**config.mk**
```make
export PLATFORM = sky130hd
export DESIGN_NAME = pipeline_stall_ctrl
export DESIGN_NICKNAME = d
export VERILOG_FILES = /design/src/rtl/pipeline_stall_ctrl.sv
export SDC_FILE = /design/constraint.sdc
export NUM_CORES = 1
export LEC_CHECK = 0
export ABC_AREA = 1
export ABC_CLOCK_PERIOD_IN_PS = 1750
export CAP_MARGIN = 15
export CORE_MARGIN = 3
export CORE_UTILIZATION = 29
export CTS_BUF_LIST = sky130_fd_sc_hd__clkbuf_8 sky130_fd_sc_hd__clkbuf_16
export CTS_CLUSTER_DIAMETER = 60
export DETAILED_ROUTE_END_ITERATION = 10
export PLACE_DENSITY = 0.88
export SLEW_MARGIN = 20
export SYNTH_ARGS = -nofsm -noshare
export SYNTH_HDL_FRONTEND = slang
export SYNTH_SLANG_ARGS = --single-unit
```
**constraint.sdc**
```tcl
create_clock -name clk -period 1.75 [get_ports clk]
set_input_delay 0.35 -clock clk [delete_from_list [all_inputs] [get_ports clk]]
set_output_delay 0.35 -clock clk [all_outputs]
set_load 0.05 [all_outputs]
```
**src/rtl/pipeline_stall_ctrl.sv**
```systemverilog
// Central stall/flush scheduler: arbitrates mem wait, multi-cycle multiply,
// taken branch and load-use into one set of pipeline enables.
// Optional macro STALL_PERF_EN adds stall/flush performance counters.
module pipeline_stall_ctrl #(
    parameter int MUL_LAT = 4
) (
    input  logic        clk,
    input  logic        reset,
    input  logic        load_use_req,
    input  logic        branch_taken,
    input  logic        mul_start,
    input  logic        mem_busy,
    output logic        PCWrite,
    output logic        IFIDWrite,
    output logic        IFIDFlush,
    output logic        IDEXWrite,
    output logic        HazardMux,
    output logic        EXMEMWrite,
    output logic        EXMEMBubble,
    output logic        MEMWBWrite,
    output logic        mul_busy,
    output logic [31:0] stall_cycles,
    output logic [31:0] flush_count
);

    localparam int CW = $clog2(MUL_LAT) + 1;
    localparam logic [CW-1:0] CNT_LOAD = (MUL_LAT > 1) ? CW'(MUL_LAT - 2) : '0;
    localparam logic MUL_EN = (MUL_LAT > 1);

    typedef enum logic {RUN, MUL} stateT;

    stateT          state;
    stateT          stateNext;
    logic [CW-1:0]  cnt;
    logic [CW-1:0]  cntNext;

    // Priority arbitration of stall sources into enables and next state
    always_comb begin
        PCWrite     = 1'b1;
        IFIDWrite   = 1'b1;
        IFIDFlush   = 1'b0;
        IDEXWrite   = 1'b1;
        HazardMux   = 1'b0;
        EXMEMWrite  = 1'b1;
        EXMEMBubble = 1'b0;
        MEMWBWrite  = 1'b1;
        stateNext   = state;
        cntNext     = cnt;
        if (reset) begin
            stateNext = RUN;
            cntNext   = '0;
        end else if (mem_busy) begin
            PCWrite    = 1'b0;
            IFIDWrite  = 1'b0;
            IDEXWrite  = 1'b0;
            EXMEMWrite = 1'b0;
            MEMWBWrite = 1'b0;
        end else if (state == MUL && cnt != '0) begin
            PCWrite     = 1'b0;
            IFIDWrite   = 1'b0;
            IDEXWrite   = 1'b0;
            EXMEMBubble = 1'b1;
            cntNext     = cnt - 1'b1;
        end else if (state == RUN && mul_start && MUL_EN) begin
            PCWrite     = 1'b0;
            IFIDWrite   = 1'b0;
            IDEXWrite   = 1'b0;
            EXMEMBubble = 1'b1;
            stateNext   = MUL;
            cntNext     = CNT_LOAD;
        end else begin
            // Release cycle of MUL behaves like RUN without re-arming
            stateNext = RUN;
            if (branch_taken) begin
                IFIDFlush = 1'b1;
                HazardMux = 1'b1;
            end else if (load_use_req) begin
                PCWrite   = 1'b0;
                IFIDWrite = 1'b0;
                HazardMux = 1'b1;
            end
        end
    end

    // State and multiply countdown register
    always_ff @(posedge clk) begin
        state <= stateNext;
        cnt   <= cntNext;
    end

    assign mul_busy = (state == MUL);

`ifdef STALL_PERF_EN
    // Performance counters for stalled and flushed cycles
    always_ff @(posedge clk) begin
        if (reset) begin
            stall_cycles <= '0;
            flush_count  <= '0;
        end else begin
            if (!PCWrite)
                stall_cycles <= stall_cycles + 32'd1;
            if (IFIDFlush)
                flush_count <= flush_count + 32'd1;
        end
    end
`else
    assign stall_cycles = '0;
    assign flush_count  = '0;
`endif

endmodule

```
# --- Word-level counts from Yosys, hierarchy flattened ---
# Index checks and enable logic that the tools add are counted.
word_totals:
  register_bits: 4
  latchBits: 0
  mem_bits_rw: 0
  romBits: 0
  inputBits: 6
  output_inout_bits: 73
  wordCells: 41
  n_memories: 0
op_classes:
  add_sub_neg: 1
  mul: 0
  n_div: 0
  magnitude_cmp: 0
  eq_ne: 0
  shift: 0
  n_mux: 29
  bitwise_logic: 3
  reduce_logical: 6
ops:
  columns: ["cell", "n"]
  rows:
  - ["$mux W1", 27]
  - ["$mux W3", 2]
  - ["$reduce_and A2 Y1", 2]
  - ["$not A1 Y1", 3]
  - ["$reduce_bool A3 Y1", 1]
  - ["$sub A3 B1 Y3 const B", 1]
  - ["$logic_and A1 B1 Y1", 2]
  - ["$reduce_bool A2 Y1", 1]

# --- Depth between registers and ports, before layout ---
# Gate-level depths: netlist (run 1).
logic_depth:
  ltp_word: 6
  mapped_depth: 9
  mapped_depth_nobuf: 9

# --- Least setup slack after synthesis (run 1) ---
# OpenSTA, ideal clock, no wires.
synth_timing:
  kind: "register to output"
  start: "register state, in the netlist mul_busy"
  end: "output PCWrite"
  arrival_ns: 2.534
  required_time_ns: 1.400
  path_slack_ns: -1.134
  path_stages_with_launch: 6
  n_path_buf: 1
  path_cell_list: "dfxtp_1 -> inv_1 -> nand2_2 -> nand3_1 -> o21ai_0 -> buf_4"
synth_via:
  elab_chain_cells: 6
  word_cells_on_any_way: 7
  classes_between: "4 x mux; 1 x bitwise; 2 x reduce/logical"
synth_rtl:
  columns: ["element", "line", "text"]
  rows:
  - ["start, declared", "32", "stateT state;"]
  - ["start signal, assigned", "87", "state <= stateNext;"]
  - ["$not A1 Y1", "64", "end else if (state == RUN && mul_start && MUL_EN) begin"]
  - ["$logic_and A1 B1 Y1", "64", null]
  - ["$mux W1", null, null]
  - ["$mux W1 (*) (3 in series)", null, null]
  - ["end, declared", "13", "output logic PCWrite,"]
# Mark *: on every way between the ends. The rest lies on a longest branch, timed or not.

# --- Final worst setup path (run 1) ---
layout_timing:
  start: "register cnt[0]"
  end: "output HazardMux"
layout_via:
  elab_chain_cells: 5
layout_rtl:
  columns: ["element", "line", "text"]
  rows:
  - ["start, declared", "34", "logic [CW-1:0] cnt;"]
  - ["start signal, assigned", "88", "cnt <= cntNext;"]
  - ["$reduce_bool A3 Y1", "58", "end else if (state == MUL && cnt != '0) begin"]
  - ["$logic_and A1 B1 Y1", "58", null]
  - ["$mux W1", "58", null]
  - ["$mux W1", "52", "end else if (mem_busy) begin"]
  - ["$mux W1", "49", "if (reset) begin"]
  - ["end, declared", "17", "output logic HazardMux,"]
# No other way between the ends.

==> run metrics, run 1 <==
run status=finished, final reports clean; Max Clock Skew=0.0005759 ns; post-synthesis share of cell area spent on full adders, half adders and majority gates=0.03180; main flop type after synthesis=sky130_fd_sc_hd__dfxtp_1; Static Leak=0.5320 nW; Post-synth top cells=66 x sky130_fd_sc_hd__buf_4, 9 x sky130_fd_sc_hd__inv_1, 7 x sky130_fd_sc_hd__nand2_1, 7 x sky130_fd_sc_hd__nor2_1; startpoint type of the worst setup path=flop; maximum number of pins on one net before global-route repair=5; Net Switching=469.1 uW; fraction of the mapped netlist area in compound gates=0.03657; Die Footprint=3375 um^2; share of synthesized area occupied by flip-flops and latches=0.1017; IR drop worst, VDD=519.3 uV; share of total power in the clock network=0.244; Synth Cell Area=787.0 um^2; CP delay by family, top=flip-flops; Clock Tree Buf Depth=2; final core occ=0.3705; number of diodes=0; htree depth=1; Total GRT Usage=0.06587; Internal Dissipation=339.5 uW; share of power burned in combinational logic=0.627; total negative slack=0 ns; crit path max fanout=4; setup repair after global routing missed its margin=yes; vias in the first global route=382; Setup crit end kind=primary output; insertion delay to the later sink of the worst-skew pair=0.22 ns; total number of nets in the final design=142; list of cells traversed by the critical path=inv_2, ha_4, nand2_4, nand2_4, nand4_1, a21oi_2, buf_12; routed wire length=1309 um; number of violations reported at the end of detailed-routing iteration 0=7; Worst Hold Slack=0.4938 ns; crit-path max cell delay=0.31 ns; ratio of total power to cell area=865.2 nW/um^2; number of placed I/O pins=79; total of warnings raised by yosys=0; area delta synth->final=18.76%; estimated wirelength of the detail-placed design=1110 um; start-to-end type of the worst setup path=reg -> out; Hold Vio Cnt, Final=0; switching share of power=0.5801; share of the synthesized area in the top cell type=0.6296; final global-route overflow total=0; basic-gate share of the synthesized area counting and, or, nand and nor cells=0.1526; clock-pin slew on the worst setup and hold paths=0.03 ns; power share of the sequential group=0.129; Max Fclk=582.2 MHz; max cap viols=0; Num Clock Sinks=4; Synth Instances=111; xor/xnor cell area share of the yosys netlist=0; floorplan core area=2522 um^2; starting utilization of the core area=0.3120; Setup violations, final=0; Min-Delay Path Class=in -> reg; number of buffer and inverter instances along the worst setup path=2; row count=18; cell at the root of the clock tree=sky130_fd_sc_hd__clkbuf_8; CP Data Required Time=1.40 ns; count of nets left with antenna violations after detail routing=0; crit path max-delay cell type=sky130_fd_sc_hd__dfxtp_2; DRC violation count after routing=0; number of different library cells in the post-synthesis netlist=15; share of cells above drive strength 1=0.2879; Post-synth EDFFs=0; time the final worst path needs with I/O delays and setup=1.718 ns; most used standard cell by instance count after synthesis=sky130_fd_sc_hd__buf_4; final number of max-transition violations=0; global placer's final weighted congestion=0.7327; period utilisation layout=0.9815; number of port buffers=14; number of buffers added by the clock tree synthesis step=3; total via count in the routed design=525; vias per inst=3.241; Avg WL per Cell=8.080 um; vertical die dimension=58.10 um; Top cell by count, worst path=sky130_fd_sc_hd__nand2_4; data arrival time of the critical path=1.37 ns; leading cell types by total area after synthesis=sky130_fd_sc_hd__buf_4 63%, sky130_fd_sc_hd__dfxtp_1 10%, sky130_fd_sc_hd__inv_1 4.3%; width of the die=58.10 um; mean cell area of the mapped netlist=7.090 um^2; first-pass iteration count of the detailed router=4; first-pass GRT wire length=1635 um; TritonCTS clock tree=done; antenna violations before repair=0; cell taking the most area after synthesis=sky130_fd_sc_hd__buf_4; mux cell area share after synthesis=0; #FFs+latches synth=4; async set-reset flop share out of synthesis=0; dominant combinational cell family by area after synthesis=buffers and inverters
## state kept, by name (all words and copies together), names as in the netlist
name and count:
cnt 3, mul_busy 1
## layout make-up
| class | instances | area, um^2 |
|---|---|---|
| timing repair buffer | 21 | 270.3 |
| inverter | 9 | 33.78 |
| clock buffer | 3 | 41.29 |
| sequential | 4 | 82.58 |
| tap | 30 | 37.54 |
| fill | 256 | 1588 |
| multi-input combinational | 95 | 469.2 |
## cells by family after synthesis
group	after synthesis
other	1
buffers and inverters	75
AO/OA/AOI/OAI	5
flip-flops	4
adder cells (fa/ha/maj)	2
AND/OR/NAND/NOR	24
## through the flow
| stage | instances | power, mW | instance area (um^2) | setup slack [ns] |
|---|---|---|---|---|
| after floorplan | 174 | 0.6187 | 1045 | -0.07052 |
| after detailed placement | 156 | 0.5855 | 834.6 | -0.01861 |
| after CTS | 162 | 0.8099 | 932.1 | 0.002475 |
| after global routing | 162 | 0.8450 | 934.6 | -0.03772 |
| final | 162 | 0.8086 | 934.6 | 0.03243 |
| after global placement | 156 | 0.5818 | 834.6 | -0.02924 |
## worst register-to-register path: stages, from the launching register on
cell                      delay (ns)
sky130_fd_sc_hd__dfxtp_2        0.32
sky130_fd_sc_hd__inv_2          0.05
sky130_fd_sc_hd__buf_4          0.13
sky130_fd_sc_hd__ha_1           0.21
sky130_fd_sc_hd__nand2_1        0.08
sky130_fd_sc_hd__nand3_1        0.07
sky130_fd_sc_hd__nand3_1        0.08
sky130_fd_sc_hd__nand2_1        0.05
sky130_fd_sc_hd__nor2_1         0.08
## power by group through the flow
| stage | combinational [mW] | sequential (mW) | clock (mW) |
|---|---|---|---|
| 5_1_grt | 0.527 | 0.105 | 0.213 |
| 3_5_place_dp | 0.481 | 0.104 | 0 |
| 3_3_place_gp | 0.478 | 0.104 | 0 |
| 6_report | 0.507 | 0.104 | 0.197 |
| 4_1_cts | 0.503 | 0.104 | 0.202 |
| 2_1_floorplan | 0.509 | 0.110 | 0 |
## layer usage
layer	global-route usage	vias up	wire length, um
met5	0	-	0
met4	0.03974	0	14
met3	0.02227	2	185
met2	0.1339	41	785
met1	0.05186	233	323
li1	-	249	-
## layout by cell type, fill, tap and decap left out, types with 2 or more instances in the layout
cell type,count
sky130_fd_sc_hd__nand2_1,7
sky130_fd_sc_hd__nor2_2,2
sky130_fd_sc_hd__a21oi_2,2
sky130_fd_sc_hd__buf_4,8
sky130_fd_sc_hd__nand2_4,3
sky130_fd_sc_hd__dfxtp_1,2
sky130_fd_sc_hd__nor2_1,5
sky130_fd_sc_hd__nand2_2,2
sky130_fd_sc_hd__nand3_1,2
sky130_fd_sc_hd__buf_12,8
sky130_fd_sc_hd__dlygate4sd2_1,2
sky130_fd_sc_hd__inv_1,5
sky130_fd_sc_hd__conb_1,64
sky130_fd_sc_hd__clkbuf_8,3
sky130_fd_sc_hd__clkdlybuf4s50_1,2
sky130_fd_sc_hd__dfxtp_2,2
sky130_fd_sc_hd__inv_2,4
## worst paths after layout
check	from	endpoint	slack, ns	depth (start not counted)
worst max register to register	cnt[0]	cnt[2]	0.62	8
worst max-delay path	cnt[0]	HazardMux	0.03	7
worst min-delay path	mem_busy	mul_busy	0.49	3
worst min register to register	cnt[0]	cnt[0]	0.52	2
## what timing repair did
action	CTS	global route
endpoints found under the setup margin	8	5
pin swaps	6	2
resized for setup	13	1
hold buffers	0	0
setup buffers	3	0
Power figures use the tool's default switching activity.
==> inputs of run 2 (changes only) <==
--- a/config.mk
+++ b/config.mk
@@ -13,6 +13,7 @@
 export CTS_BUF_LIST = sky130_fd_sc_hd__clkbuf_8 sky130_fd_sc_hd__clkbuf_16
 export CTS_CLUSTER_DIAMETER = 60
 export DETAILED_ROUTE_END_ITERATION = 10
+export GPL_TIMING_DRIVEN = 0
 export PLACE_DENSITY = 0.88
 export SLEW_MARGIN = 20
 export SYNTH_ARGS = -nofsm -noshare
==> run 2 against run 1 <==
Sequential cell count is the same. Fmax increased by 0.49%. Power grew 11%. Combinational power rose by 17%. Hold slack better by 0.031 ns. Count of clock-buffer cells in the layout stayed put. Die area stayed put. Utilization increased by 16 points. Clock power about the same. Largest cell class is now buffers. Highest routed layer unchanged.
==> run metrics, run 2 (synthesized netlist as in run 1, its figures left out) <==
routed wire length=1579 um; clock-pin slew on the worst setup and hold paths=0.03 ns; final global-route overflow total=0; Fillers=248; data arrival time of the critical path=1.36 ns; Max Fclk=585.1 MHz; Num Clock Sinks=4; vertical die dimension=58.10 um; depth of the worst register-to-register path=8; hold path depth=2; hold path start=mul_busy; number of buffers added by the clock tree synthesis step=3; floorplan core area=2522 um^2; insertion delay to the later sink of the worst-skew pair=0.22 ns; Static Leak=0.8559 nW; first-pass GRT wire length=2421 um; Setup crit end kind=primary output; time the final worst path needs with I/O delays and setup=1.709 ns; width of the die=58.10 um; period utilisation layout=0.9767; Hold Vio Cnt, Final=0; total number of nets in the final design=207; crit path max-delay cell type=sky130_fd_sc_hd__dfxtp_1; DRC violation count after routing=0; maximum number of pins on one net before global-route repair=7; starting utilization of the core area=0.3120; run status=finished, final reports clean; TritonCTS clock tree=done; startpoint type of the worst setup path=flop; number of diodes=0; total negative slack=0 ns; Crit path depth=8; total via count in the routed design=689; launch instance of the worst register-to-register path=cnt[0]; commonest cells after routing, fill and taps aside=73 x sky130_fd_sc_hd__buf_4, 64 x sky130_fd_sc_hd__conb_1, 7 x sky130_fd_sc_hd__nand2_1; Total GRT Usage=0.09049; Max Clock Skew=0.0006104 ns; Top cell by count, worst path=sky130_fd_sc_hd__nand2_4; antenna violations before repair=0; most common library cell in the layout ignoring fill and taps=sky130_fd_sc_hd__buf_4; Worst Hold End=mul_busy; row count=18; final number of max-transition violations=0; worst reg2reg path endpoint=cnt[0]; global placer's final weighted congestion=0.7547; IR drop worst, VDD=522.0 uV; CP Data Required Time=1.40 ns; list of cells traversed by the critical path=inv_2, ha_4, nand2_4, nand2_4, nand3_4, o21ai_4, buf_6, buf_8; ratio of total power to cell area=666.4 nW/um^2; crit path max fanout=4; number of placed cells counting well taps=218; CP delay by family, top=buffers and inverters; final core occ=0.5337; count of nets left with antenna violations after detail routing=0; vias per inst=3.035; number of placed I/O pins=79; number of port buffers=14; number of violations reported at the end of detailed-routing iteration 0=2; Min-Delay Path Class=reg -> reg; most flop-heavy register=cnt; first-pass iteration count of the detailed router=3; cell at the root of the clock tree=sky130_fd_sc_hd__clkbuf_8; Setup violations, final=0; number of flip-flops under the largest register name=3; Avg WL per Cell=6.956 um; Clock Tree Buf Depth=2; setup slack of the worst register-to-register path=0.53 ns; Die Footprint=3375 um^2; crit-path max cell delay=0.30 ns; setup repair after global routing missed its margin=yes; area delta synth->final=71.06%; vias in the first global route=584; setup slack after layout=0.04082 ns; max cap viols=0; number of hold buffers added after cts=0; number of buffer and inverter instances along the worst setup path=3; start-to-end type of the worst setup path=reg -> out; Final Instance Count excl. Fillers=227; placement-stage worst setup slack=-0.8079 ns; htree depth=1; share of cells above drive strength 1=0.5228; estimated wirelength of the detail-placed design=1312 um
[run 2: timing repair]
action	4_1_cts	5_1_grt
resized for setup	59	6
setup endpoints to repair	8	6
cloned	0	0
setup buffers	4	2
pin swaps	3	4
[run 2: final cells by class]
type | count | area, um^2 | area share
Buffer | 66 | 499.2 | 0.3708
Multi-Input combinational cell | 95 | 471.7 | 0.3504
Timing Repair Buffer | 20 | 180.2 | 0.1338
Sequential cell | 4 | 82.58 | 0.06134
Clock buffer | 3 | 41.29 | 0.03067
Tap cell | 30 | 37.54 | 0.02788
Inverter | 9 | 33.78 | 0.02509
[run 2: power by group]
part	total, mW	switching [mW]	internal (mW)
sequential	0.105	0.00539	0.0992
combinational	0.595	0.428	0.167
clock	0.198	0.0507	0.147
[run 2: worst max-delay path by stage]
stage	slack, ns	end	startpoint
finish	0.04	PCWrite	cnt[1]
global route	-0.08	HazardMux	cnt[0]
detailed placement	-0.81	PCWrite	mem_busy
floorplan	-0.07	PCWrite	mul_busy
CTS	0.006	PCWrite	load_use_req
global placement	-0.80	PCWrite	mem_busy
[run 2: worst register-to-register path: cells and delay by family (launching register included)]
kind,cells,cell delay [ns]
adders and majority gates,1,0.15
DFF,1,0.33
AOI/OAI and AO/OA,1,0.11
and+or+nand+nor,4,0.37
buffers and inverters,2,0.18
[run 2: layer usage]
| layer | routed length (um) | vias to the layer above | GRT usage |
|---|---|---|---|
| met5 | 0 | - | 0 |
| met4 | 31 | 0 | 0.03974 |
| met3 | 175 | 4 | 0.02673 |
| met2 | 901 | 40 | 0.1726 |
| met1 | 471 | 265 | 0.08886 |
| li1 | - | 380 | - |
[run 2: stage by stage]
| stage | instance area (um^2) | power, mW | hold WS, ns |
|---|---|---|---|
| 2_1_floorplan | 1045 | 0.6187 | 0.4384 |
| 3_3_place_gp | 1222 | 0.6629 | 0.4760 |
| 3_5_place_dp | 1222 | 0.6650 | 0.4815 |
| 4_1_cts | 1311 | 0.8761 | 0.4804 |
| 5_1_grt | 1346 | 0.9399 | 0.5510 |
| 6_report | 1346 | 0.8972 | 0.5245 |
